`config.mk`:
```
export PLATFORM = sky130hd
export DESIGN_NAME = l1_miss_scheduler
export DESIGN_NICKNAME = d
export VERILOG_FILES = /design/src/rtl/l1_miss_scheduler.sv
export SDC_FILE = /design/constraint.sdc
export NUM_CORES = 1
export LEC_CHECK = 0
export BUFFER_PORTS_ARGS = -buffer_cell sky130_fd_sc_hd__clkbuf_2
export CELL_PAD_IN_SITES_DETAIL_PLACEMENT = 1
export CELL_PAD_IN_SITES_GLOBAL_PLACEMENT = 1
export CORE_AREA = 3 3 368 370
export CTS_CLUSTER_SIZE = 24
export DETAILED_ROUTE_END_ITERATION = 12
export DIE_AREA = 0 0 371 373
export PLACE_DENSITY = 0.36
export REMOVE_ABC_BUFFERS = 1
export SLEW_MARGIN = 0
export SYNTH_ARGS = -nofsm -noshare
export SYNTH_HDL_FRONTEND = slang
export SYNTH_SLANG_ARGS = --single-unit
```
`constraint.sdc`:
```
create_clock -name clk_i -period 2.2 [get_ports clk_i]
set_input_delay 0.44 -clock clk_i [delete_from_list [all_inputs] [get_ports clk_i]]
set_output_delay 0.44 -clock clk_i [all_outputs]
set_load 0.005 [all_outputs]
```
`src/rtl/l1_miss_scheduler.sv`:
```
// l1_miss_scheduler: round-robin arbiter that forwards I-cache / D-cache
// refill and write-back requests to the single L2 port, one transaction at a
// time, routing the response back to the owner and guarding it with a watchdog.
module l1_miss_scheduler #(
  parameter int ADDR_W      = 32,
  parameter int LINE_W      = 128,
  parameter int TIMEOUT_CYC = 1024,
  parameter int CNT_W       = 32
) (
  input  logic              clk_i,
  input  logic              rst_ni,
  input  logic              ic_valid_i,
  input  logic              ic_rw_i,
  input  logic [ADDR_W-1:0] ic_addr_i,
  input  logic [LINE_W-1:0] ic_wdata_i,
  output logic              ic_ready_o,
  output logic [LINE_W-1:0] ic_rdata_o,
  input  logic              dc_valid_i,
  input  logic              dc_rw_i,
  input  logic [ADDR_W-1:0] dc_addr_i,
  input  logic [LINE_W-1:0] dc_wdata_i,
  output logic              dc_ready_o,
  output logic [LINE_W-1:0] dc_rdata_o,
  output logic              l2_valid_o,
  output logic              l2_rw_o,
  output logic [ADDR_W-1:0] l2_addr_o,
  output logic [LINE_W-1:0] l2_wdata_o,
  input  logic              l2_ready_i,
  input  logic [LINE_W-1:0] l2_rdata_i,
  output logic              owner_o,
  output logic              busy_o,
  output logic              timeout_o,
  output logic [CNT_W-1:0]  ic_grants_o,
  output logic [CNT_W-1:0]  dc_grants_o
);

  // Watchdog counter only needs to reach TIMEOUT_CYC-1.
  localparam bit WD_ON      = (TIMEOUT_CYC > 0);
  localparam int WD_W       = (TIMEOUT_CYC > 1) ? $clog2(TIMEOUT_CYC) : 1;
  localparam int WD_LAST_I  = WD_ON ? (TIMEOUT_CYC - 1) : 0;
  localparam logic [WD_W-1:0] WD_LAST = WD_W'(WD_LAST_I);

  typedef enum logic {IDLE, ISSUE} state_t;

  state_t            state, state_nxt;
  logic              last_grant;   // 0=I-cache, 1=D-cache
  logic              owner;
  logic              rw;
  logic [ADDR_W-1:0] addr;
  logic [LINE_W-1:0] wdata;
  logic [CNT_W-1:0]  ic_grants, dc_grants;
  logic [WD_W-1:0]   wd;
  logic              timeout;

  logic              grant_en;
  logic              grant_sel;
  logic              wd_expire;

  // State register; reset abandons any transaction in flight.
  always_ff @(posedge clk_i or negedge rst_ni) begin
    if (!rst_ni) state <= IDLE;
    else         state <= state_nxt;
  end

  // Next-state, arbitration and response routing.
  always_comb begin
    state_nxt  = state;
    grant_en   = 1'b0;
    grant_sel  = 1'b0;
    wd_expire  = 1'b0;
    ic_ready_o = 1'b0;
    dc_ready_o = 1'b0;
    ic_rdata_o = '0;
    dc_rdata_o = '0;
    case (state)
      IDLE: begin
        // On a tie the requester that did not win last time is served.
        grant_sel = (ic_valid_i && dc_valid_i) ? ~last_grant : dc_valid_i;
        grant_en  = ic_valid_i || dc_valid_i;
        if (grant_en) state_nxt = ISSUE;
      end
      ISSUE: begin
        // A real response in the expiry cycle takes precedence over the timeout.
        wd_expire = WD_ON && (wd == WD_LAST) && !l2_ready_i;
        if (l2_ready_i || wd_expire) begin
          state_nxt = IDLE;
          if (owner) begin
            dc_ready_o = 1'b1;
            dc_rdata_o = l2_ready_i ? l2_rdata_i : '0;
          end else begin
            ic_ready_o = 1'b1;
            ic_rdata_o = l2_ready_i ? l2_rdata_i : '0;
          end
        end
      end
      default: state_nxt = IDLE;
    endcase
  end

  // Request latch, grant counters, watchdog and sticky timeout flag.
  always_ff @(posedge clk_i or negedge rst_ni) begin
    if (!rst_ni) begin
      last_grant <= 1'b1;
      owner      <= 1'b0;
      rw         <= 1'b0;
      addr       <= '0;
      wdata      <= '0;
      ic_grants  <= '0;
      dc_grants  <= '0;
      wd         <= '0;
      timeout    <= 1'b0;
    end else begin
      if (grant_en) begin
        owner      <= grant_sel;
        last_grant <= grant_sel;
        rw         <= grant_sel ? dc_rw_i    : ic_rw_i;
        addr       <= grant_sel ? dc_addr_i  : ic_addr_i;
        wdata      <= grant_sel ? dc_wdata_i : ic_wdata_i;
        wd         <= '0;
        if (grant_sel) dc_grants <= dc_grants + CNT_W'(1);
        else           ic_grants <= ic_grants + CNT_W'(1);
      end else if (state == ISSUE && !l2_ready_i) begin
        wd <= wd + WD_W'(1);
      end
      if (wd_expire) timeout <= 1'b1;
    end
  end

  assign l2_valid_o  = (state == ISSUE);
  assign busy_o      = (state != IDLE);
  assign l2_rw_o     = rw;
  assign l2_addr_o   = addr;
  assign l2_wdata_o  = wdata;
  assign owner_o     = owner;
  assign timeout_o   = timeout;
  assign ic_grants_o = ic_grants;
  assign dc_grants_o = dc_grants;

endmodule

```
==> flow_summary.html, run 1 <==
<table>
<tr><th>Metric</th><th>Value</th></tr>
<tr><th colspan="2">Setup path</th></tr>
<tr><td>Critical path cell sequence</td><td>nand2b_4 -&gt; buf_12 -&gt; buf_4 -&gt; nor2_1 -&gt; buf_4</td></tr>
<tr><td>Req. time, crit path</td><td>1.76 ns</td></tr>
<tr><td>Maximum fanout encountered on the critical timing path</td><td>7</td></tr>
<tr><td>Crit path launch type</td><td>flip-flop</td></tr>
<tr><td>Worst endpoint data arrival time</td><td>1.91 ns</td></tr>
<tr><td>Worst stage delay on the critical path</td><td>0.47 ns</td></tr>
<tr><td>Category of the worst setup path capture point</td><td>output pin</td></tr>
<tr><td>Slowest library cell on the worst path</td><td>sky130_fd_sc_hd__dfrtp_2</td></tr>
<tr><td>Most frequent CP cell</td><td>sky130_fd_sc_hd__buf_4</td></tr>
<tr><td>Type of the worst setup path</td><td>reg -&gt; out</td></tr>
<tr><th colspan="2">Detailed routing</th></tr>
<tr><td>DR iter-0 viols</td><td>817</td></tr>
<tr><td>Post-route DRC</td><td>0</td></tr>
<tr><td>Via count</td><td>15.2k</td></tr>
<tr><td>Antenna Nets Post-Route</td><td>0</td></tr>
<tr><td>Via count normalized by instance count</td><td>3.48</td></tr>
<tr><td>Pre-antenna DRT Iters</td><td>4</td></tr>
<tr><td>Post-Route WL</td><td>94.5 mm</td></tr>
<tr><td>Average routed wire per standard cell</td><td>21.6 um</td></tr>
<tr><th colspan="2">Synth</th></tr>
<tr><td>Count of warnings emitted by yosys</td><td>0</td></tr>
<tr><td>Total of flip-flops plus latches after synthesis</td><td>239</td></tr>
<tr><td>Proportion of synthesized flip-flops having asynchronous set or reset</td><td>1.00</td></tr>
<tr><td>Distinct cell type count after synthesis</td><td>38</td></tr>
<tr><td>Average cell area after synthesis</td><td>8.37 sq um</td></tr>
<tr><td>Syn Std Cell Area</td><td>12300 sq um</td></tr>
<tr><td>Number of instances in the synthesized netlist</td><td>1472</td></tr>
<tr><td>Main synth FF type</td><td>sky130_fd_sc_hd__dfrtp_1</td></tr>
<tr><td>Count of flip-flops with a built-in enable after synthesis</td><td>0</td></tr>
<tr><td>Share of synthesized area occupied by flip-flops and latches</td><td>0.485</td></tr>
<tr><th colspan="2">Run status</th></tr>
<tr><td>Violations in the final reports</td><td>negative setup slack</td></tr>
<tr><td>Result of the run</td><td>finished with violations</td></tr>
<tr><th colspan="2">GRT</th></tr>
<tr><td>First-pass GRT wire length</td><td>128 mm</td></tr>
<tr><td>Via count of the first global-routing pass</td><td>16.3k</td></tr>
<tr><td>Pin count of the biggest net entering global routing</td><td>72</td></tr>
<tr><td>Number of antenna violations at the first check in global routing</td><td>22</td></tr>
<tr><td>Total track usage</td><td>0.129</td></tr>
<tr><td>Leftover overflow at the end of global routing</td><td>0</td></tr>
<tr><th colspan="2">STA</th></tr>
<tr><td>Part of the cycle the worst path needs</td><td>1.07</td></tr>
<tr><td>Relative slew slack</td><td>0.575</td></tr>
<tr><td>Worst Tran Pin Value</td><td>0.632 ns</td></tr>
<tr><td>Count of final hold-check violations</td><td>0</td></tr>
<tr><td>Clock skew after layout</td><td>0.0436 ns</td></tr>
<tr><td>Count of final max-slew check failures</td><td>0</td></tr>
<tr><td>RSZ-0062 raised after global routing</td><td>yes</td></tr>
<tr><td>Setup slack after layout</td><td>-0.152 ns</td></tr>
<tr><td>Final setup TNS</td><td>-16.59 ns</td></tr>
<tr><td>Worst hold slack</td><td>0.0721 ns</td></tr>
<tr><td>Tmin final</td><td>2.35 ns</td></tr>
<tr><td>Number of failing setup endpoints in the final timing report</td><td>215</td></tr>
<tr><td>Achievable Freq</td><td>425 MHz</td></tr>
<tr><th colspan="2">Clock tree</th></tr>
<tr><td>Clock-pin slew on the worst setup and hold paths</td><td>0.06 ns</td></tr>
<tr><td>H-Tree Level Count</td><td>2</td></tr>
<tr><td>Root Buffer</td><td>sky130_fd_sc_hd__clkbuf_16</td></tr>
<tr><td>Clock Sinks</td><td>239</td></tr>
<tr><td>Clock latency on the worst-skew pair</td><td>0.59 ns</td></tr>
<tr><td>TritonCTS Buffers</td><td>37</td></tr>
<tr><td>CTS tree</td><td>done</td></tr>
<tr><td>Maximum clock path buffer count</td><td>3</td></tr>
<tr><th colspan="2">Place</th></tr>
<tr><td>HPWL after detailed placement</td><td>75.9 mm</td></tr>
<tr><td>Post-Place Cells</td><td>4158</td></tr>
<tr><td>Port-buffer cells</td><td>941</td></tr>
<tr><td>Placement-stage worst setup slack</td><td>0.0181 ns</td></tr>
<tr><td>Final weighted congestion of routability-driven global placement</td><td>0.887</td></tr>
<tr><th colspan="2">Floorplan</th></tr>
<tr><td>Ports placed on the boundary</td><td>942</td></tr>
<tr><td>Die W</td><td>371 um</td></tr>
<tr><td>Die height</td><td>373 um</td></tr>
<tr><td>Core Area</td><td>133000 sq um</td></tr>
<tr><td>Die ar.</td><td>138000 sq um</td></tr>
<tr><td>Number of cell rows</td><td>134</td></tr>
<tr><td>Starting density of the core</td><td>0.0927</td></tr>
<tr><th colspan="2">Power and ir drop</th></tr>
<tr><td>Power density relative to cell area</td><td>952 nW/um^2</td></tr>
<tr><td>Leakage component of the power</td><td>11.7 nW</td></tr>
<tr><td>IR drop worst, VDD</td><td>497 uV</td></tr>
<tr><th colspan="2">Min path</th></tr>
<tr><td>Class of the worst hold path</td><td>in -&gt; reg</td></tr>
<tr><th colspan="2">Layout</th></tr>
<tr><td>Fraction of final layout cells with drive strength greater than 1</td><td>0.515</td></tr>
<tr><td>Area growth, synth to finish</td><td>95.2%</td></tr>
<tr><td>Number of nets at the end of the flow</td><td>3017</td></tr>
<tr><td>Final Instance Count excl. Fillers</td><td>4364</td></tr>
<tr><th colspan="2">Run</th></tr>
<tr><td>Max-Cap Viols</td><td>0</td></tr>
</table>
cells by family after synthesis:
logic type,synth area share
AO/OA/AOI/OAI,0.0943
buffers and inverters,0.0410
multiplexers,0.0522
adder cells (fa/ha/maj),0.00305
XOR/XNOR,0.0441
AND/OR/NAND/NOR,0.280
flip-flops,0.485
final cells by class:
cell class	count	area, sq um
fill	16000	109000
timing repair buffer	1156	7760
multi-input combinational	1114	6800
sequential	239	5990
tap	1768	2210
clock buffer	50	1020
clock inverter	14	201
inverter	11	41.3
antenna	12	30.0
final timing paths:
kind	start	end	slack, ns	cells past startpoint
worst max-delay path	owner_o	ic_rdata_o[66]	-0.15	5
worst min-delay path	ic_wdata_i[86]	l2_wdata_o[86]	0.07	3
worst max register to register	busy_o	ic_grants_o[9]	0.17	6
worst min register to register	dc_grants_o[31]	dc_grants_o[31]	0.47	1
max in group asynchronous	rst_ni	ic_grants_o[7]	1.15	3
min in group asynchronous	rst_ni	l2_addr_o[10]	0.34	2
critical path, delay by kind of cell, from the launching register on:
| kind | cells | cell delay [ns] |
|---|---|---|
| simple gates | 2 | 0.35 |
| flops | 1 | 0.47 |
| buf+inv | 3 | 0.51 |
state kept, by name (all words and copies together) (netlist names):
name         flops
ic_grants_o     32
wd              10
timeout_o        1
l2_wdata_o     128
dc_grants_o     32
l2_rw_o          1
l2_addr_o       32
busy_o           1
owner_o          1
last_grant       1
power by group:
| group | switching (mW) | internal (mW) | leakage [nW] |
|---|---|---|---|
| clock | 2.47 | 3.65 | 0.596 |
| sequential | 0.980 | 5.80 | 2.95 |
| combinational | 5.57 | 4.44 | 8.20 |
| total | 9.02 | 13.9 | 11.7 |
what timing repair did:
| action | CTS | global route |
|---|---|---|
| gates resized for setup | 119 | 441 |
| hold buffers | 87 | 0 |
| pin swaps | 6 | 7 |
| hold endpoints to repair | 99 | 0 |
| setup buffers | 12 | 20 |
| cloned | 2 | 11 |
| setup endpoints to repair | 253 | 253 |
cells in the final DEF (no fill, tap or decap), types with 16 or more instances in the layout:
cell type	count
sky130_fd_sc_hd__buf_4	70
sky130_fd_sc_hd__clkbuf_16	44
sky130_fd_sc_hd__nor2_1	100
sky130_fd_sc_hd__a22oi_1	103
sky130_fd_sc_hd__buf_2	78
sky130_fd_sc_hd__nor2_2	81
sky130_fd_sc_hd__nand2_1	421
sky130_fd_sc_hd__clkbuf_2	788
sky130_fd_sc_hd__buf_6	68
sky130_fd_sc_hd__xnor2_1	22
sky130_fd_sc_hd__o21ai_1	16
sky130_fd_sc_hd__o21ai_0	51
sky130_fd_sc_hd__mux2i_1	62
sky130_fd_sc_hd__xor2_1	40
sky130_fd_sc_hd__dlygate4sd3_1	87
sky130_fd_sc_hd__dfrtp_1	234
sky130_fd_sc_hd__nand3_1	24
sky130_fd_sc_hd__buf_12	36
sky130_fd_sc_hd__nand4_1	21
sky130_fd_sc_hd__nor2_4	89
routing by layer:
| metal | track usage | vias to the layer above | wire (um) |
|---|---|---|---|
| li1 | - | 7103 | - |
| met1 | 0.166 | 7376 | 41400 |
| met2 | 0.204 | 616 | 43000 |
| met3 | 0.0442 | 82 | 8180 |
| met4 | 0.0360 | 8 | 1890 |
| met5 | 0 | - | 45 |
synth_stat cells, types with 12 or more instances:
| library cell | count | area [sq um] |
|---|---|---|
| sky130_fd_sc_hd__buf_1 | 15 | 56.3 |
| sky130_fd_sc_hd__nand3_1 | 24 | 120 |
| sky130_fd_sc_hd__o21ai_0 | 51 | 255 |
| sky130_fd_sc_hd__nand2_1 | 422 | 1580 |
| sky130_fd_sc_hd__xor2_1 | 40 | 350 |
| sky130_fd_sc_hd__nor4_2 | 13 | 163 |
| sky130_fd_sc_hd__nand4_1 | 21 | 131 |
| sky130_fd_sc_hd__clkbuf_1 | 70 | 263 |
| sky130_fd_sc_hd__o21ai_1 | 16 | 80.1 |
| sky130_fd_sc_hd__dfrtp_1 | 238 | 5960 |
| sky130_fd_sc_hd__mux2i_1 | 62 | 621 |
| sky130_fd_sc_hd__nor2_1 | 270 | 1010 |
| sky130_fd_sc_hd__xnor2_1 | 22 | 193 |
| sky130_fd_sc_hd__buf_2 | 17 | 85.1 |
| sky130_fd_sc_hd__nor3_1 | 12 | 60.1 |
| sky130_fd_sc_hd__and4_1 | 12 | 105 |
| sky130_fd_sc_hd__a22oi_1 | 103 | 773 |
per-stage QoR:
step | total power, mW | utilization | area [sq um]
finish | 22.9 | 0.181 | 24100
global route | 24.5 | 0.181 | 24000
CTS | 22.1 | 0.169 | 22500
detailed placement | 14.9 | 0.149 | 19800
global placement | 14.9 | 0.149 | 19800
floorplan | 9.85 | - | 11900
Power figures use the tool's default switching activity.
==> run 2: changes to the inputs <==
--- a/config.mk
+++ b/config.mk
@@ -7,12 +7,12 @@
 export LEC_CHECK = 0
 export BUFFER_PORTS_ARGS = -buffer_cell sky130_fd_sc_hd__clkbuf_2
 export CELL_PAD_IN_SITES_DETAIL_PLACEMENT = 1
-export CELL_PAD_IN_SITES_GLOBAL_PLACEMENT = 1
-export CORE_AREA = 3 3 368 370
+export CELL_PAD_IN_SITES_GLOBAL_PLACEMENT = 2
+export CORE_AREA = 3 3 369 371
 export CTS_CLUSTER_SIZE = 24
 export DETAILED_ROUTE_END_ITERATION = 12
-export DIE_AREA = 0 0 371 373
-export PLACE_DENSITY = 0.36
+export DIE_AREA = 0 0 372 374
+export PLACE_DENSITY = 0.44
 export REMOVE_ABC_BUFFERS = 1
 export SLEW_MARGIN = 0
 export SYNTH_ARGS = -nofsm -noshare
==> flow_summary.html, run 2 (synthesis gave the netlist of run 1 again) <==
<table>
<tr><th>Metric</th><th>Value</th></tr>
<tr><th colspan="2">Clock tree</th></tr>
<tr><td>TritonCTS Buffers</td><td>36</td></tr>
<tr><td>Clock latency on the worst-skew pair</td><td>0.57 ns</td></tr>
<tr><td>Root Buffer</td><td>sky130_fd_sc_hd__clkbuf_16</td></tr>
<tr><td>H-Tree Level Count</td><td>2</td></tr>
<tr><td>Clock-pin slew on the worst setup and hold paths</td><td>0.06 ns</td></tr>
<tr><td>Maximum clock path buffer count</td><td>3</td></tr>
<tr><td>Clock Sinks</td><td>239</td></tr>
<tr><td>CTS tree</td><td>done</td></tr>
<tr><th colspan="2">Detailed routing</th></tr>
<tr><td>Pre-antenna DRT Iters</td><td>4</td></tr>
<tr><td>Via count</td><td>14.9k</td></tr>
<tr><td>Via count normalized by instance count</td><td>3.45</td></tr>
<tr><td>DR iter-0 viols</td><td>594</td></tr>
<tr><td>Average routed wire per standard cell</td><td>23.4 um</td></tr>
<tr><td>Post-route DRC</td><td>0</td></tr>
<tr><td>Post-Route WL</td><td>101 mm</td></tr>
<tr><td>Antenna Nets Post-Route</td><td>0</td></tr>
<tr><th colspan="2">Layout</th></tr>
<tr><td>Multi-input gate area</td><td>6830 sq um</td></tr>
<tr><td>Fraction of final layout cells with drive strength greater than 1</td><td>0.520</td></tr>
<tr><td>Fill cell total of the finished layout</td><td>15.9k</td></tr>
<tr><td>Most common cell after layout, fill and taps aside</td><td>sky130_fd_sc_hd__clkbuf_2</td></tr>
<tr><td>Number of nets at the end of the flow</td><td>2986</td></tr>
<tr><td>Max reg flops</td><td>128</td></tr>
<tr><td>Register Area</td><td>5980 sq um</td></tr>
<tr><td>Area growth, synth to finish</td><td>93.5%</td></tr>
<tr><td>Most used cells in the layout excluding fill and tap cells</td><td>sky130_fd_sc_hd__clkbuf_2 (813), sky130_fd_sc_hd__nand2_1 (421), sky130_fd_sc_hd__dfrtp_1 (236), sky130_fd_sc_hd__nor2_1 (120), sky130_fd_sc_hd__a22oi_1 (103)</td></tr>
<tr><td>Final Instance Count excl. Fillers</td><td>4328</td></tr>
<tr><td>Final Core Density</td><td>0.179</td></tr>
<tr><th colspan="2">Setup path</th></tr>
<tr><td>Most frequent CP cell</td><td>sky130_fd_sc_hd__buf_12</td></tr>
<tr><td>Family of cells with the greatest summed delay on the critical path</td><td>buffers and inverters</td></tr>
<tr><td>Worst stage delay on the critical path</td><td>0.43 ns</td></tr>
<tr><td>Crit path launch type</td><td>flip-flop</td></tr>
<tr><td>Worst endpoint data arrival time</td><td>1.91 ns</td></tr>
<tr><td>Type of the worst setup path</td><td>reg -&gt; out</td></tr>
<tr><td>Maximum fanout encountered on the critical timing path</td><td>7</td></tr>
<tr><td>Critical path cell sequence</td><td>buf_12 -&gt; nand2_8 -&gt; buf_16 -&gt; buf_12 -&gt; buf_12 -&gt; nor2_4 -&gt; buf_6</td></tr>
<tr><td>Category of the worst setup path capture point</td><td>output pin</td></tr>
<tr><td>Number of buffer and inverter stages on the critical path</td><td>5</td></tr>
<tr><td>Slowest library cell on the worst path</td><td>sky130_fd_sc_hd__dfrtp_2</td></tr>
<tr><td>Req. time, crit path</td><td>1.76 ns</td></tr>
<tr><th colspan="2">Run status</th></tr>
<tr><td>Violations in the final reports</td><td>negative setup slack</td></tr>
<tr><td>Result of the run</td><td>finished with violations</td></tr>
<tr><th colspan="2">Floorplan</th></tr>
<tr><td>Starting density of the core</td><td>0.0925</td></tr>
<tr><td>Number of cell rows</td><td>134</td></tr>
<tr><td>Core Area</td><td>133000 sq um</td></tr>
<tr><td>Die ar.</td><td>139000 sq um</td></tr>
<tr><td>Die height</td><td>374 um</td></tr>
<tr><td>Die W</td><td>372 um</td></tr>
<tr><td>Ports placed on the boundary</td><td>942</td></tr>
<tr><th colspan="2">STA</th></tr>
<tr><td>RSZ-0062 raised after global routing</td><td>yes</td></tr>
<tr><td>Part of the cycle the worst path needs</td><td>1.07</td></tr>
<tr><td>Clock skew after layout</td><td>0.0243 ns</td></tr>
<tr><td>Relative slew slack</td><td>0.611</td></tr>
<tr><td>Setup slack after layout</td><td>-0.151 ns</td></tr>
<tr><td>Tmin final</td><td>2.35 ns</td></tr>
<tr><td>Count of final max-slew check failures</td><td>0</td></tr>
<tr><td>Number of failing setup endpoints in the final timing report</td><td>193</td></tr>
<tr><td>Achievable Freq</td><td>425 MHz</td></tr>
<tr><td>Final setup TNS</td><td>-12.02 ns</td></tr>
<tr><td>Count of final hold-check violations</td><td>0</td></tr>
<tr><td>Worst Tran Pin Value</td><td>0.578 ns</td></tr>
<tr><th colspan="2">GRT</th></tr>
<tr><td>Met2 Usage GRT</td><td>0.219</td></tr>
<tr><td>Pin count of the biggest net entering global routing</td><td>58</td></tr>
<tr><td>Gr busiest metal</td><td>met2</td></tr>
<tr><td>Met3 track utilization from global routing</td><td>0.0587</td></tr>
<tr><td>Global-route met1 utilization</td><td>0.176</td></tr>
<tr><td>Number of antenna violations at the first check in global routing</td><td>16</td></tr>
<tr><td>Total track usage</td><td>0.139</td></tr>
<tr><td>First-pass GRT wire length</td><td>135 mm</td></tr>
<tr><td>Via count of the first global-routing pass</td><td>15.9k</td></tr>
<tr><td>Leftover overflow at the end of global routing</td><td>0</td></tr>
<tr><th colspan="2">Power and ir drop</th></tr>
<tr><td>Power density relative to cell area</td><td>970 nW/um^2</td></tr>
<tr><td>IR drop worst, VDD</td><td>495 uV</td></tr>
<tr><td>Leakage component of the power</td><td>11.7 nW</td></tr>
<tr><td>Total Power</td><td>23.1 mW</td></tr>
<tr><th colspan="2">Place</th></tr>
<tr><td>HPWL after detailed placement</td><td>83.2 mm</td></tr>
<tr><td>Final weighted congestion of routability-driven global placement</td><td>0.915</td></tr>
<tr><td>Port-buffer cells</td><td>941</td></tr>
<tr><td>Post-Place Cells</td><td>4172</td></tr>
<tr><th colspan="2">Min path</th></tr>
<tr><td>Class of the worst hold path</td><td>in -&gt; reg</td></tr>
<tr><th colspan="2">Run</th></tr>
<tr><td>Max-Cap Viols</td><td>0</td></tr>
</table>
[run 2: cell count changes in the layout (fill, tap and decap cells not counted), sizes merged]
cell,delta
buf,-12
bufinv,-1
clkbuf,+30
clkinv,-1
diode,-7
dlygate4sd3,-45
[run 2: timing repair]
| action | CTS | global route |
|---|---|---|
| gates resized for setup | 158 | 376 |
| gates cloned | 7 | 9 |
| setup endpoints to repair | 247 | 261 |
| pin swaps | 7 | 30 |
| hold buffers | 42 | 0 |
| buffers inserted | 18 | 15 |
| endpoints found under the hold margin | 73 | 0 |
[run 2: worst register-to-register path: cells and delay by family, from the launching register on]
kind,cells,cell delay (ns)
DFF,1,0.39
muxes,1,0.33
buffers and inverters,4,0.77
and+or+nand+nor,2,0.37
AOI/OAI and AO/OA,1,0.09
[run 2: routing by layer]
| metal | wire, um | part of all wire | up-vias |
|---|---|---|---|
| met5 | 50 | 0.00049 | - |
| met4 | 1630 | 0.016 | 8 |
| met3 | 10500 | 0.10 | 76 |
| met2 | 46000 | 0.45 | 593 |
| met1 | 43000 | 0.43 | 7235 |
| li1 | - | - | 7022 |
[run 2: layout make-up]
type	instances	area share
Tap cell	1768	0.0927
Multi-Input combinational cell	1114	0.286
Clock buffer	53	0.0446
Sequential cell	239	0.251
Clock inverter	12	0.00713
Inverter	11	0.00173
Antenna cell	5	0.000524
Timing Repair Buffer	1126	0.316
[run 2: through the flow]
step	hold slack, ns	worst slack, ns	cell area [sq um]
finish	0.0644	-0.151	23900
CTS	0.000000611	-0.205	22500
detailed placement	0.406	0.0842	19900
global route	0.0225	-0.240	23900
global placement	0.402	0.0972	19900
floorplan	0.144	-11.63	11900
[run 2: power breakdown]
group          switching [mW]  leakage (nW)  internal (mW)
clock network            2.49         0.600           3.63
registers               0.974          2.95           5.79
logic                    5.72          8.11           4.52
total                    9.19          11.7           13.9
[run 2: final timing paths]
kind	from	endpoint	slack, ns	cells after the start
hold / removal	ic_wdata_i[14]	l2_wdata_o[14]	0.06	3
setup / recovery	owner_o	dc_rdata_o[99]	-0.15	7
min in group asynchronous	rst_ni	l2_wdata_o[15]	0.36	2
max in group asynchronous	rst_ni	l2_wdata_o[3]	1.07	3
hold reg to reg	ic_grants_o[31]	ic_grants_o[31]	0.47	1
setup reg to reg	busy_o	l2_addr_o[19]	0.13	8
==> run 3: changes to the inputs <==
--- a/config.mk
+++ b/config.mk
@@ -14,6 +14,7 @@
 export DIE_AREA = 0 0 372 374
 export PLACE_DENSITY = 0.44
 export REMOVE_ABC_BUFFERS = 1
+export SKIP_LAST_GASP = 1
 export SLEW_MARGIN = 0
 export SYNTH_ARGS = -nofsm -noshare
 export SYNTH_HDL_FRONTEND = slang
==> flow_summary.html, run 3 (synthesis gave the netlist of run 1 again) <==
<table>
<tr><th>Metric</th><th>Value</th></tr>
<tr><th colspan="2">Power and ir drop</th></tr>
<tr><td>Leakage component of the power</td><td>11.8 nW</td></tr>
<tr><td>IR drop worst, VDD</td><td>496 uV</td></tr>
<tr><td>Total Power</td><td>23.5 mW</td></tr>
<tr><td>Power density relative to cell area</td><td>978 nW/um^2</td></tr>
<tr><th colspan="2">Place</th></tr>
<tr><td>Post-placement cell area</td><td>19900 sq um</td></tr>
<tr><td>Final weighted congestion of routability-driven global placement</td><td>0.915</td></tr>
<tr><td>Post-Place Cells</td><td>4172</td></tr>
<tr><td>HPWL after detailed placement</td><td>83.2 mm</td></tr>
<tr><td>Port-buffer cells</td><td>941</td></tr>
<tr><th colspan="2">Run status</th></tr>
<tr><td>Result of the run</td><td>finished with violations</td></tr>
<tr><td>Violations in the final reports</td><td>negative setup slack</td></tr>
<tr><th colspan="2">Clock tree</th></tr>
<tr><td>Maximum clock path buffer count</td><td>3</td></tr>
<tr><td>H-Tree Level Count</td><td>2</td></tr>
<tr><td>Clock-pin slew on the worst setup and hold paths</td><td>0.06 ns</td></tr>
<tr><td>Clock Sinks</td><td>239</td></tr>
<tr><td>Clock latency on the worst-skew pair</td><td>0.58 ns</td></tr>
<tr><td>TritonCTS Buffers</td><td>36</td></tr>
<tr><td>Root Buffer</td><td>sky130_fd_sc_hd__clkbuf_16</td></tr>
<tr><td>CTS tree</td><td>done</td></tr>
<tr><th colspan="2">Setup path</th></tr>
<tr><td>Category of the worst setup path capture point</td><td>output pin</td></tr>
<tr><td>Type of the worst setup path</td><td>reg -&gt; out</td></tr>
<tr><td>Worst endpoint data arrival time</td><td>1.94 ns</td></tr>
<tr><td>Maximum fanout encountered on the critical timing path</td><td>10</td></tr>
<tr><td>Crit path launch type</td><td>flip-flop</td></tr>
<tr><td>Req. time, crit path</td><td>1.76 ns</td></tr>
<tr><th colspan="2">Layout</th></tr>
<tr><td>Post-route design area</td><td>24100 sq um</td></tr>
<tr><td>Final Instance Count excl. Fillers</td><td>4341</td></tr>
<tr><td>Max reg flops</td><td>128</td></tr>
<tr><td>Area growth, synth to finish</td><td>95.3%</td></tr>
<tr><td>Most common cell after layout, fill and taps aside</td><td>sky130_fd_sc_hd__clkbuf_2</td></tr>
<tr><td>Register Area</td><td>5980 sq um</td></tr>
<tr><td>Multi-input gate area</td><td>6860 sq um</td></tr>
<tr><td>Most used cells in the layout excluding fill and tap cells</td><td>sky130_fd_sc_hd__clkbuf_2 (783), sky130_fd_sc_hd__nand2_1 (421), sky130_fd_sc_hd__dfrtp_1 (236), sky130_fd_sc_hd__nor2_1 (111), sky130_fd_sc_hd__a22oi_1 (103)</td></tr>
<tr><td>Fill cell total of the finished layout</td><td>15.9k</td></tr>
<tr><td>Fraction of final layout cells with drive strength greater than 1</td><td>0.525</td></tr>
<tr><td>Number of nets at the end of the flow</td><td>2997</td></tr>
<tr><th colspan="2">GRT</th></tr>
<tr><td>Pin count of the biggest net entering global routing</td><td>58</td></tr>
<tr><td>Via count of the first global-routing pass</td><td>15.9k</td></tr>
<tr><td>Number of antenna violations at the first check in global routing</td><td>16</td></tr>
<tr><td>Total track usage</td><td>0.139</td></tr>
<tr><td>Leftover overflow at the end of global routing</td><td>0</td></tr>
<tr><td>First-pass GRT wire length</td><td>135 mm</td></tr>
<tr><th colspan="2">STA</th></tr>
<tr><td>Setup slack after layout</td><td>-0.176 ns</td></tr>
<tr><td>Count of final hold-check violations</td><td>0</td></tr>
<tr><td>Final setup TNS</td><td>-16.60 ns</td></tr>
<tr><td>RSZ-0062 raised after global routing</td><td>yes</td></tr>
<tr><td>Achievable Freq</td><td>421 MHz</td></tr>
<tr><td>Clock skew after layout</td><td>0.0250 ns</td></tr>
<tr><td>Number of failing setup endpoints in the final timing report</td><td>219</td></tr>
<tr><td>Worst Tran Pin Value</td><td>0.583 ns</td></tr>
<tr><td>Tmin final</td><td>2.38 ns</td></tr>
<tr><td>Part of the cycle the worst path needs</td><td>1.08</td></tr>
<tr><td>Relative slew slack</td><td>0.608</td></tr>
<tr><td>Count of final max-slew check failures</td><td>0</td></tr>
<tr><th colspan="2">Floorplan</th></tr>
<tr><td>Ports placed on the boundary</td><td>942</td></tr>
<tr><td>Die height</td><td>374 um</td></tr>
<tr><td>Number of cell rows</td><td>134</td></tr>
<tr><td>Core Area</td><td>133000 sq um</td></tr>
<tr><td>Die ar.</td><td>139000 sq um</td></tr>
<tr><td>Starting density of the core</td><td>0.0925</td></tr>
<tr><td>Die W</td><td>372 um</td></tr>
<tr><th colspan="2">Detailed routing</th></tr>
<tr><td>Post-Route WL</td><td>102 mm</td></tr>
<tr><td>DR iter-0 viols</td><td>626</td></tr>
<tr><td>Via count normalized by instance count</td><td>3.45</td></tr>
<tr><td>Pre-antenna DRT Iters</td><td>4</td></tr>
<tr><td>Via count</td><td>15.0k</td></tr>
<tr><td>Average routed wire per standard cell</td><td>23.5 um</td></tr>
<tr><td>Antenna Nets Post-Route</td><td>0</td></tr>
<tr><td>Post-route DRC</td><td>0</td></tr>
<tr><th colspan="2">Min path</th></tr>
<tr><td>Class of the worst hold path</td><td>in -&gt; reg</td></tr>
<tr><th colspan="2">Run</th></tr>
<tr><td>Max-Cap Viols</td><td>0</td></tr>
</table>
## run 3: path summary, 6_finish.rpt
kind / endpoint / slack (ns) / depth (start not counted) / from
worst min-delay path: l2_wdata_o[14] / 0.06 / 3 / ic_wdata_i[14]
max in group asynchronous: dc_grants_o[16] / 1.07 / 4 / rst_ni
worst min register to register: ic_grants_o[31] / 0.47 / 1 / ic_grants_o[31]
worst max register to register: l2_addr_o[19] / 0.15 / 8 / busy_o
min in group asynchronous: l2_wdata_o[15] / 0.35 / 2 / rst_ni
worst max-delay path: ic_rdata_o[105] / -0.18 / 6 / owner_o
## run 3: power by group
group | total, mW | internal (mW) | switching [mW]
clock | 6.14 | 3.63 | 2.50
sequential | 6.77 | 5.79 | 0.976
combinational | 10.6 | 4.77 | 5.87
## run 3: repair_timing
action	4_1_cts	5_1_grt
gates cloned	7	12
endpoints found under the setup margin	247	276
setup buffers	18	24
hold endpoints to repair	73	0
hold buffers	42	0
pin swaps	5	38
gates resized for setup	137	465
## run 3: per-layer routing
| layer | up-vias | wire [um] | track usage |
|---|---|---|---|
| met2 | 579 | 46500 | 0.219 |
| met5 | - | 50 | 0 |
| met3 | 76 | 9900 | 0.0571 |
| li1 | 7043 | - | - |
| met1 | 7251 | 44100 | 0.177 |
| met4 | 8 | 1630 | 0.0263 |
## run 3: final cells by class
type,count,share of cell area
Antenna cell,7,0.000727
Clock buffer,53,0.0442
Clock inverter,12,0.00707
Inverter,11,0.00171
Multi-Input combinational cell,1114,0.285
Sequential cell,239,0.249
Tap cell,1768,0.0919
Timing Repair Buffer,1137,0.321
## run 3: worst max-delay path, stage by stage, from the launching register on
cell                       delay (ns)
sky130_fd_sc_hd__dfrtp_2         0.44
sky130_fd_sc_hd__nand2b_4        0.17
sky130_fd_sc_hd__buf_12          0.15
sky130_fd_sc_hd__buf_12          0.15
sky130_fd_sc_hd__buf_16          0.16
sky130_fd_sc_hd__nor2_1          0.12
sky130_fd_sc_hd__buf_2           0.16
## run 3: metrics by stage
stage	hold WS (ns)	utilization	setup slack, ns
global placement	0.402	0.149	0.0972
global route	0.0225	0.181	-0.239
finish	0.0638	0.181	-0.176
detailed placement	0.406	0.149	0.0842
floorplan	0.144	-	-11.63
CTS	0.000000611	0.168	-0.205
